[config.mk]
export PLATFORM = sky130hd
export DESIGN_NAME = joy_serial_scan_flat
export DESIGN_NICKNAME = d
export VERILOG_FILES = /design/src/rtl/joy_serial_scan_if.sv /design/src/rtl/joy_serial_scan.sv /design/src/flat_wrapper.sv
export SDC_FILE = /design/constraint.sdc
export NUM_CORES = 1
export LEC_CHECK = 0
export ABC_AREA = 1
export ABC_CLOCK_PERIOD_IN_PS = 4100
export CAP_MARGIN = 15
export CORE_MARGIN = 2
export CORE_UTILIZATION = 45
export DETAILED_ROUTE_END_ITERATION = 8
export PLACE_DENSITY = 0.7
export SLEW_MARGIN = 10
export SYNTH_ARGS = -nofsm -noshare
export SYNTH_HDL_FRONTEND = slang
export SYNTH_SLANG_ARGS = --single-unit
[constraint.sdc]
create_clock -name clock -period 4.1 [get_ports clock]
set_clock_uncertainty 0.15 [all_clocks]
set_input_delay 1.23 -clock clock [delete_from_list [all_inputs] [get_ports clock]]
set_output_delay 1.23 -clock clock [all_outputs]
set_load 0.02 [all_outputs]
[src/rtl/joy_serial_scan_if.sv]
`default_nettype none
// ============================================================================
// Module  : joy_serial_scan_if
// Brief   : Joystick scanner bus: 74HC165 chain pins plus decoded pad bytes.
// Revision: 1.0
// ============================================================================
interface joy_serial_scan_if;
   logic       joyCk;
   logic       joyLd;
   logic       joyS;
   logic       joyD;
   logic [7:0] joy1;
   logic [7:0] joy2;
   logic       strb;

   modport master (
      output joyCk, joyLd, joyS, joy1, joy2, strb,
      input  joyD
   );

   modport slave (
      input  joyCk, joyLd, joyS, joy1, joy2, strb,
      output joyD
   );
endinterface
`default_nettype wire

[src/rtl/joy_serial_scan.sv]
`default_nettype none
// ============================================================================
// Module  : joy_serial_scan
// Brief   : Two-phase Sega/DB9 pad scanner over a 16-bit 74HC165 chain with
//           two-frame debounce of the active-high joy1/joy2 bytes.
// Revision: 1.0
// ============================================================================
module joy_serial_scan #(
   parameter int CEDIV  = 8,
   parameter int SETTLE = 4,
   parameter int GAP    = 2000
) (
   input  logic              clock,
   input  logic              reset,
   input  logic              ce,
   joy_serial_scan_if.master bus
);

   typedef enum logic [2:0] {
      S_IDLE   = 3'd0,
      S_LOAD   = 3'd1,
      S_SHIFT  = 3'd2,
      S_WAIT   = 3'd3,
      S_COMMIT = 3'd4
   } state_t;

   state_t      r_state;
   logic [7:0]  r_div;
   logic [15:0] r_cnt;
   logic [3:0]  r_bit;
   logic        r_half;
   logic        r_phase;
   logic [15:0] r_shift;
   logic [11:0] r_raw1;
   logic [15:0] r_prev;
   logic        r_ck;
   logic        r_ld;
   logic        r_s;
   logic        r_strb;
   logic [7:0]  r_joy1;
   logic [7:0]  r_joy2;

   logic        w_tick;
   logic [15:0] w_frame;

   assign w_tick = ce && (r_div == 8'(CEDIV - 1));

   // Phase-0 raw bits are still in r_shift at COMMIT; phase-1 keeps only the
   // six meaningful bits per port (up,down,left,right,pin6,pin9).
   assign w_frame = ~{r_shift[13], r_shift[12], r_raw1[11], r_raw1[10],
                      r_raw1[6],   r_raw1[7],   r_raw1[8],   r_raw1[9],
                      r_shift[5],  r_shift[4],  r_raw1[5],   r_raw1[4],
                      r_raw1[0],   r_raw1[1],   r_raw1[2],   r_raw1[3]};

   always_ff @(posedge clock or posedge reset) begin
      if (reset) begin
         r_state <= S_IDLE;
         r_div   <= 8'd0;
         r_cnt   <= 16'd0;
         r_bit   <= 4'd0;
         r_half  <= 1'b0;
         r_phase <= 1'b1;
         r_shift <= 16'hFFFF;
         r_raw1  <= 12'hFFF;
         r_prev  <= 16'h0000;
         r_ck    <= 1'b0;
         r_ld    <= 1'b1;
         r_s     <= 1'b1;
         r_strb  <= 1'b0;
         r_joy1  <= 8'h00;
         r_joy2  <= 8'h00;
      end else begin
         r_strb <= 1'b0;
         if (ce) begin
            r_div <= w_tick ? 8'd0 : r_div + 8'd1;
            case (r_state)
               S_IDLE: if (w_tick) begin
                  if (r_cnt == 16'(GAP - 1)) begin
                     r_cnt   <= 16'd0;
                     r_phase <= 1'b1;
                     r_ld    <= 1'b0;
                     r_state <= S_LOAD;
                  end else begin
                     r_cnt <= r_cnt + 16'd1;
                  end
               end
               S_LOAD: if (w_tick) begin
                  r_ld    <= 1'b1;
                  r_bit   <= 4'd0;
                  r_half  <= 1'b0;
                  r_state <= S_SHIFT;
               end
               S_SHIFT: if (w_tick) begin
                  if (!r_half) begin
                     // First bit out of the chain ends up in bit 0.
                     r_shift <= {bus.joyD, r_shift[15:1]};
                     r_ck    <= 1'b1;
                     r_half  <= 1'b1;
                  end else begin
                     r_ck   <= 1'b0;
                     r_half <= 1'b0;
                     r_bit  <= r_bit + 4'd1;
                     if (r_bit == 4'd15) begin
                        if (r_phase) begin
                           r_raw1  <= {r_shift[13:8], r_shift[5:0]};
                           r_s     <= 1'b0;
                           r_state <= S_WAIT;
                        end else begin
                           r_state <= S_COMMIT;
                        end
                     end
                  end
               end
               S_WAIT: if (w_tick) begin
                  if (r_cnt == 16'(SETTLE - 1)) begin
                     r_cnt   <= 16'd0;
                     r_phase <= 1'b0;
                     r_ld    <= 1'b0;
                     r_state <= S_LOAD;
                  end else begin
                     r_cnt <= r_cnt + 16'd1;
                  end
               end
               S_COMMIT: begin
                  r_s    <= 1'b1;
                  r_prev <= w_frame;
                  if (w_frame == r_prev && w_frame != {r_joy2, r_joy1}) begin
                     r_joy1 <= w_frame[7:0];
                     r_joy2 <= w_frame[15:8];
                     r_strb <= 1'b1;
                  end
                  r_state <= S_IDLE;
               end
               default: r_state <= S_IDLE;
            endcase
         end
      end
   end

   assign bus.joyCk = r_ck;
   assign bus.joyLd = r_ld;
   assign bus.joyS  = r_s;
   assign bus.joy1  = r_joy1;
   assign bus.joy2  = r_joy2;
   assign bus.strb  = r_strb;

endmodule
`default_nettype wire

[src/flat_wrapper.sv]
// flat-port wrapper written by rule: the top's interface ports become plain ports
module joy_serial_scan_flat 
#(
   parameter int CEDIV  = 8,
   parameter int SETTLE = 4,
   parameter int GAP    = 2000
)
  (clock, reset, ce, bus_joyCk, bus_joyLd, bus_joyS, bus_joy1, bus_joy2, bus_strb, bus_joyD);
  joy_serial_scan_if bus_i ();
  input  logic clock;
  input  logic reset;
  input  logic ce;
  output wire logic [$bits(bus_i.joyCk)-1:0] bus_joyCk;
  output wire logic [$bits(bus_i.joyLd)-1:0] bus_joyLd;
  output wire logic [$bits(bus_i.joyS)-1:0] bus_joyS;
  output wire logic [$bits(bus_i.joy1)-1:0] bus_joy1;
  output wire logic [$bits(bus_i.joy2)-1:0] bus_joy2;
  output wire logic [$bits(bus_i.strb)-1:0] bus_strb;
  input wire logic [$bits(bus_i.joyD)-1:0] bus_joyD;
  assign bus_joyCk = bus_i.joyCk;
  assign bus_joyLd = bus_i.joyLd;
  assign bus_joyS = bus_i.joyS;
  assign bus_joy1 = bus_i.joy1;
  assign bus_joy2 = bus_i.joy2;
  assign bus_strb = bus_i.strb;
  assign bus_i.joyD = bus_joyD;
  joy_serial_scan #(.CEDIV(CEDIV), .SETTLE(SETTLE), .GAP(GAP)) u_core (.clock(clock), .reset(reset), .ce(ce), .bus(bus_i));
endmodule
==> results.py <==
metrics = {
    "min_path": {
        "hold_path_class": "register to register",
    },
    "power_and_ir_drop": {
        "power_switching_w": 0.000420,
        "combPwrFrac": 0.057,
        "power.density_mw_per_mm2": 320,
        "p_int_w": 0.00134,
        "leakage_nw": 2.58,
        "p_clk_frac": 0.359,
        "seqPwrFrac": 0.584,
        "swShare": 0.238,
        "max-vdd-ir-drop_uv": 265,
    },
    "logic_synthesis": {
        "yosysUniqueCellTypes": 37,
        "syn_nets": 620,
        "yosys.area.top_type": "dfrtp_1",
        "ys_ff_latch": 97,
        "ys_warn_count": 0,
        "yosysMostFrequentCell": "nand2_1",
        "avgSynthCellArea_um2": 8.08,
        "ys.flop_type": "dfrtp_1",
        "netlist_instances": 613,
        "synth-edff-count": 0,
        "synth_area_leaders": "dfrtp_1, dfstp_2, nand2_1",
        "async_reset_ff_frac": 1.00,
        "synthTopCellsByCount": "nand2_1, nor2_1, inv_1",
        "synth_area_mm2": 0.00495,
        "seq_area_frac_synth": 0.498,
        "netlist.area_leader.share": 0.334,
    },
    "finish": {
        "nNetsFinal": 643,
        "final_area_mm2": 0.00550,
        "drive_above_1_share": 0.125,
        "n_antenna_cell": 0,
        "syn2layout_area_growth_pct": 11.1,
        "fin_cells": 781,
    },
    "detailed_routing": {
        "drtPass1Iterations": 4,
        "drt_wl_total_um": 9430,
        "remaining_drc_errors": 0,
        "ant_nets": 0,
        "vias": 3858,
        "vias_per_cell": 4.94,
        "drtIter0Drc": 247,
        "wl_per_cell_um": 12.1,
    },
    "floorplanning": {
        "initial_core_util": 0.459,
        "core_area_mm2": 0.0108,
        "rows": 38,
        "die_h_um": 109,
        "num_io_pins": 24,
        "dieArea_mm2": 0.0119,
        "die_x_um": 109,
    },
    "sta": {
        "setup-tns-final_ps": 0,
        "fin_crit_sh": 0.746,
        "slew_headroom": 0.565,
        "finalSetupViolations": 0,
        "tightest_slew_ps": 653,
        "finalWorstPathRequiredPeriod_ps": 3060,
        "hold_viol": 0,
        "fin_hold_ws_ps": 315,
        "maxSlewViolCount": 0,
        "fmax_mhz": 327,
        "rsz0062_at_grt": "false",
    },
    "critical_path": {
        "reg2reg_to": "u_core.r_raw1[2]$_DFFE_PP1P_",
        "required_ps": 4240,
        "critPathArrivalTime_ps": 3190,
        "rrSetupSlack_ps": 1950,
        "rr_worst_depth": 8,
        "endpoint_kind": "register",
        "startpoint": "ce",
        "start_kind": "input pin",
        "worstPathMaxFanout": 24,
        "r2r-start": "u_core.r_div[1]$_DFFE_PP0P_",
        "crit_type": "input pin to register",
        "setup.worst_path.end": "u_core.r_raw1[2]$_DFFE_PP1P_",
    },
    "clocking": {
        "postCtsResizedCells": 0,
        "root_buffer": "clkbuf_8",
        "clock-sinks": 97,
        "cts_buffers": 9,
        "cts_setup_buffers": 0,
        "cts.path.max_buffers": 2,
        "clkLatencyLatePin_ps": 370,
        "htree_levels": 3,
        "holdBufCountCts": 0,
        "path_clk_slew_ps": 90,
        "cts_tree": "done",
    },
    "run_status": {
        "outcome": "complete, no violations",
    },
    "global_route": {
        "grt_max_degree": 51,
        "grt-ovfl-total": 0,
        "grt_pass1_vias": 3726,
        "antenna_found_initial": 0,
        "grt_pass1_wl_um": 16700,
        "grt.total_usage": 0.179,
    },
    "placed_design": {
        "place.gp.congestion": 0.815,
        "post_dp_cell_area_mm2": 0.00530,
        "dp.cells": 765,
        "port_buffers": 23,
        "dp_hpwl_um": 6590,
    },
    "flow_run": {
        "cap_violations": 0,
    },
}
-- placed cells by master, fill, tap and decap left out, types with 18 or more instances in the layout --
cell type / synthesis / layout
clkdlybuf4s50_1: 0 / 23
dfrtp_1: 66 / 66
dfstp_2: 31 / 31
inv_1: 70 / 69
nand2_1: 184 / 184
nand3_1: 39 / 39
nor2_1: 73 / 73
o21ai_0: 32 / 32
xnor2_1: 18 / 18
-- layout make-up --
cell class,instances,area [µm²]
fillers,1021,5290
flip-flops and latches,97,2470
multi-input cells,429,2120
inverters,74,282
repair buffers,25,258
clock buffers,15,199
well taps,140,175
clock inverters,1,5.00
-- power groups by stage --
stage	registers, W	logic, W	clock network [W]
6_report	0.00103	0.000101	0.000633
5_1_grt	0.00103	0.000119	0.000693
4_1_cts	0.00103	0.000103	0.000656
3_5_place_dp	0.00105	0.000102	0
3_3_place_gp	0.00104	0.0000979	0
2_1_floorplan	0.00104	0.0000768	0
-- sequential cells by signal, indices dropped and copies added, names as in the netlist, 3 cells and up --
name	count
u_core.r_shift	16
u_core.r_bit	4
u_core.bus.joy1	8
u_core.r_div	8
u_core.r_raw1	12
u_core.r_prev	16
u_core.r_state	3
u_core.r_cnt	16
u_core.bus.joy2	8
-- metrics by stage --
step / total power (W) / utilization / worst slack, ps
2_1_floorplan: 0.00112 / - / 238
3_3_place_gp: 0.00114 / 0.491 / 728
3_5_place_dp: 0.00115 / 0.491 / 661
4_1_cts: 0.00179 / 0.510 / 1060
5_1_grt: 0.00185 / 0.510 / 826
6_report: 0.00176 / 0.510 / 1040
-- worst max-delay path: stages --
cell and delay (ps):
clkdlybuf4s50_1 580, nand2_2 110, nor2_1 150, nand2_2 130
nor3_4 210, nand3_2 480, nand2_1 230, o21ai_2 70
-- per-layer routing --
metal,part of all wire,global-route usage
met5,0,0
met4,0.017,0.0549
met3,0.040,0.0412
met2,0.46,0.294
met1,0.48,0.234
-- logic make-up (layout without fill, tap and decap cells) --
kind of cell	count (synthesis)	after routing	synth area share
DFF	97	97	0.498
buffers and inverters	87	115	0.0745
AOI/OAI and AO/OA	72	72	0.0854
adders and majority gates	3	3	0.00758
and+or+nand+nor	323	323	0.280
xor gates and xnor gates	31	31	0.0548
-- worst min-delay path by stage --
stage / depth (start not counted) / end / slack (ps) / startpoint
3_3_place_gp: 2 / u_core.bus.joyLd$_DFFE_PP1P_ / 310 / u_core.bus.joyLd$_DFFE_PP1P_
2_1_floorplan: 2 / u_core.r_shift[6]$_DFFE_PP1P_ / 290 / u_core.r_shift[6]$_DFFE_PP1P_
3_5_place_dp: 2 / u_core.r_shift[6]$_DFFE_PP1P_ / 300 / u_core.r_shift[6]$_DFFE_PP1P_
6_report: 2 / u_core.r_shift[6]$_DFFE_PP1P_ / 320 / u_core.r_shift[6]$_DFFE_PP1P_
4_1_cts: 2 / u_core.r_shift[6]$_DFFE_PP1P_ / 320 / u_core.r_shift[6]$_DFFE_PP1P_
5_1_grt: 2 / u_core.r_raw1[0]$_DFFE_PP1P_ / 350 / u_core.r_shift[0]$_DFFE_PP1P_
No activity file was read; power rests on OpenSTA's default activity.
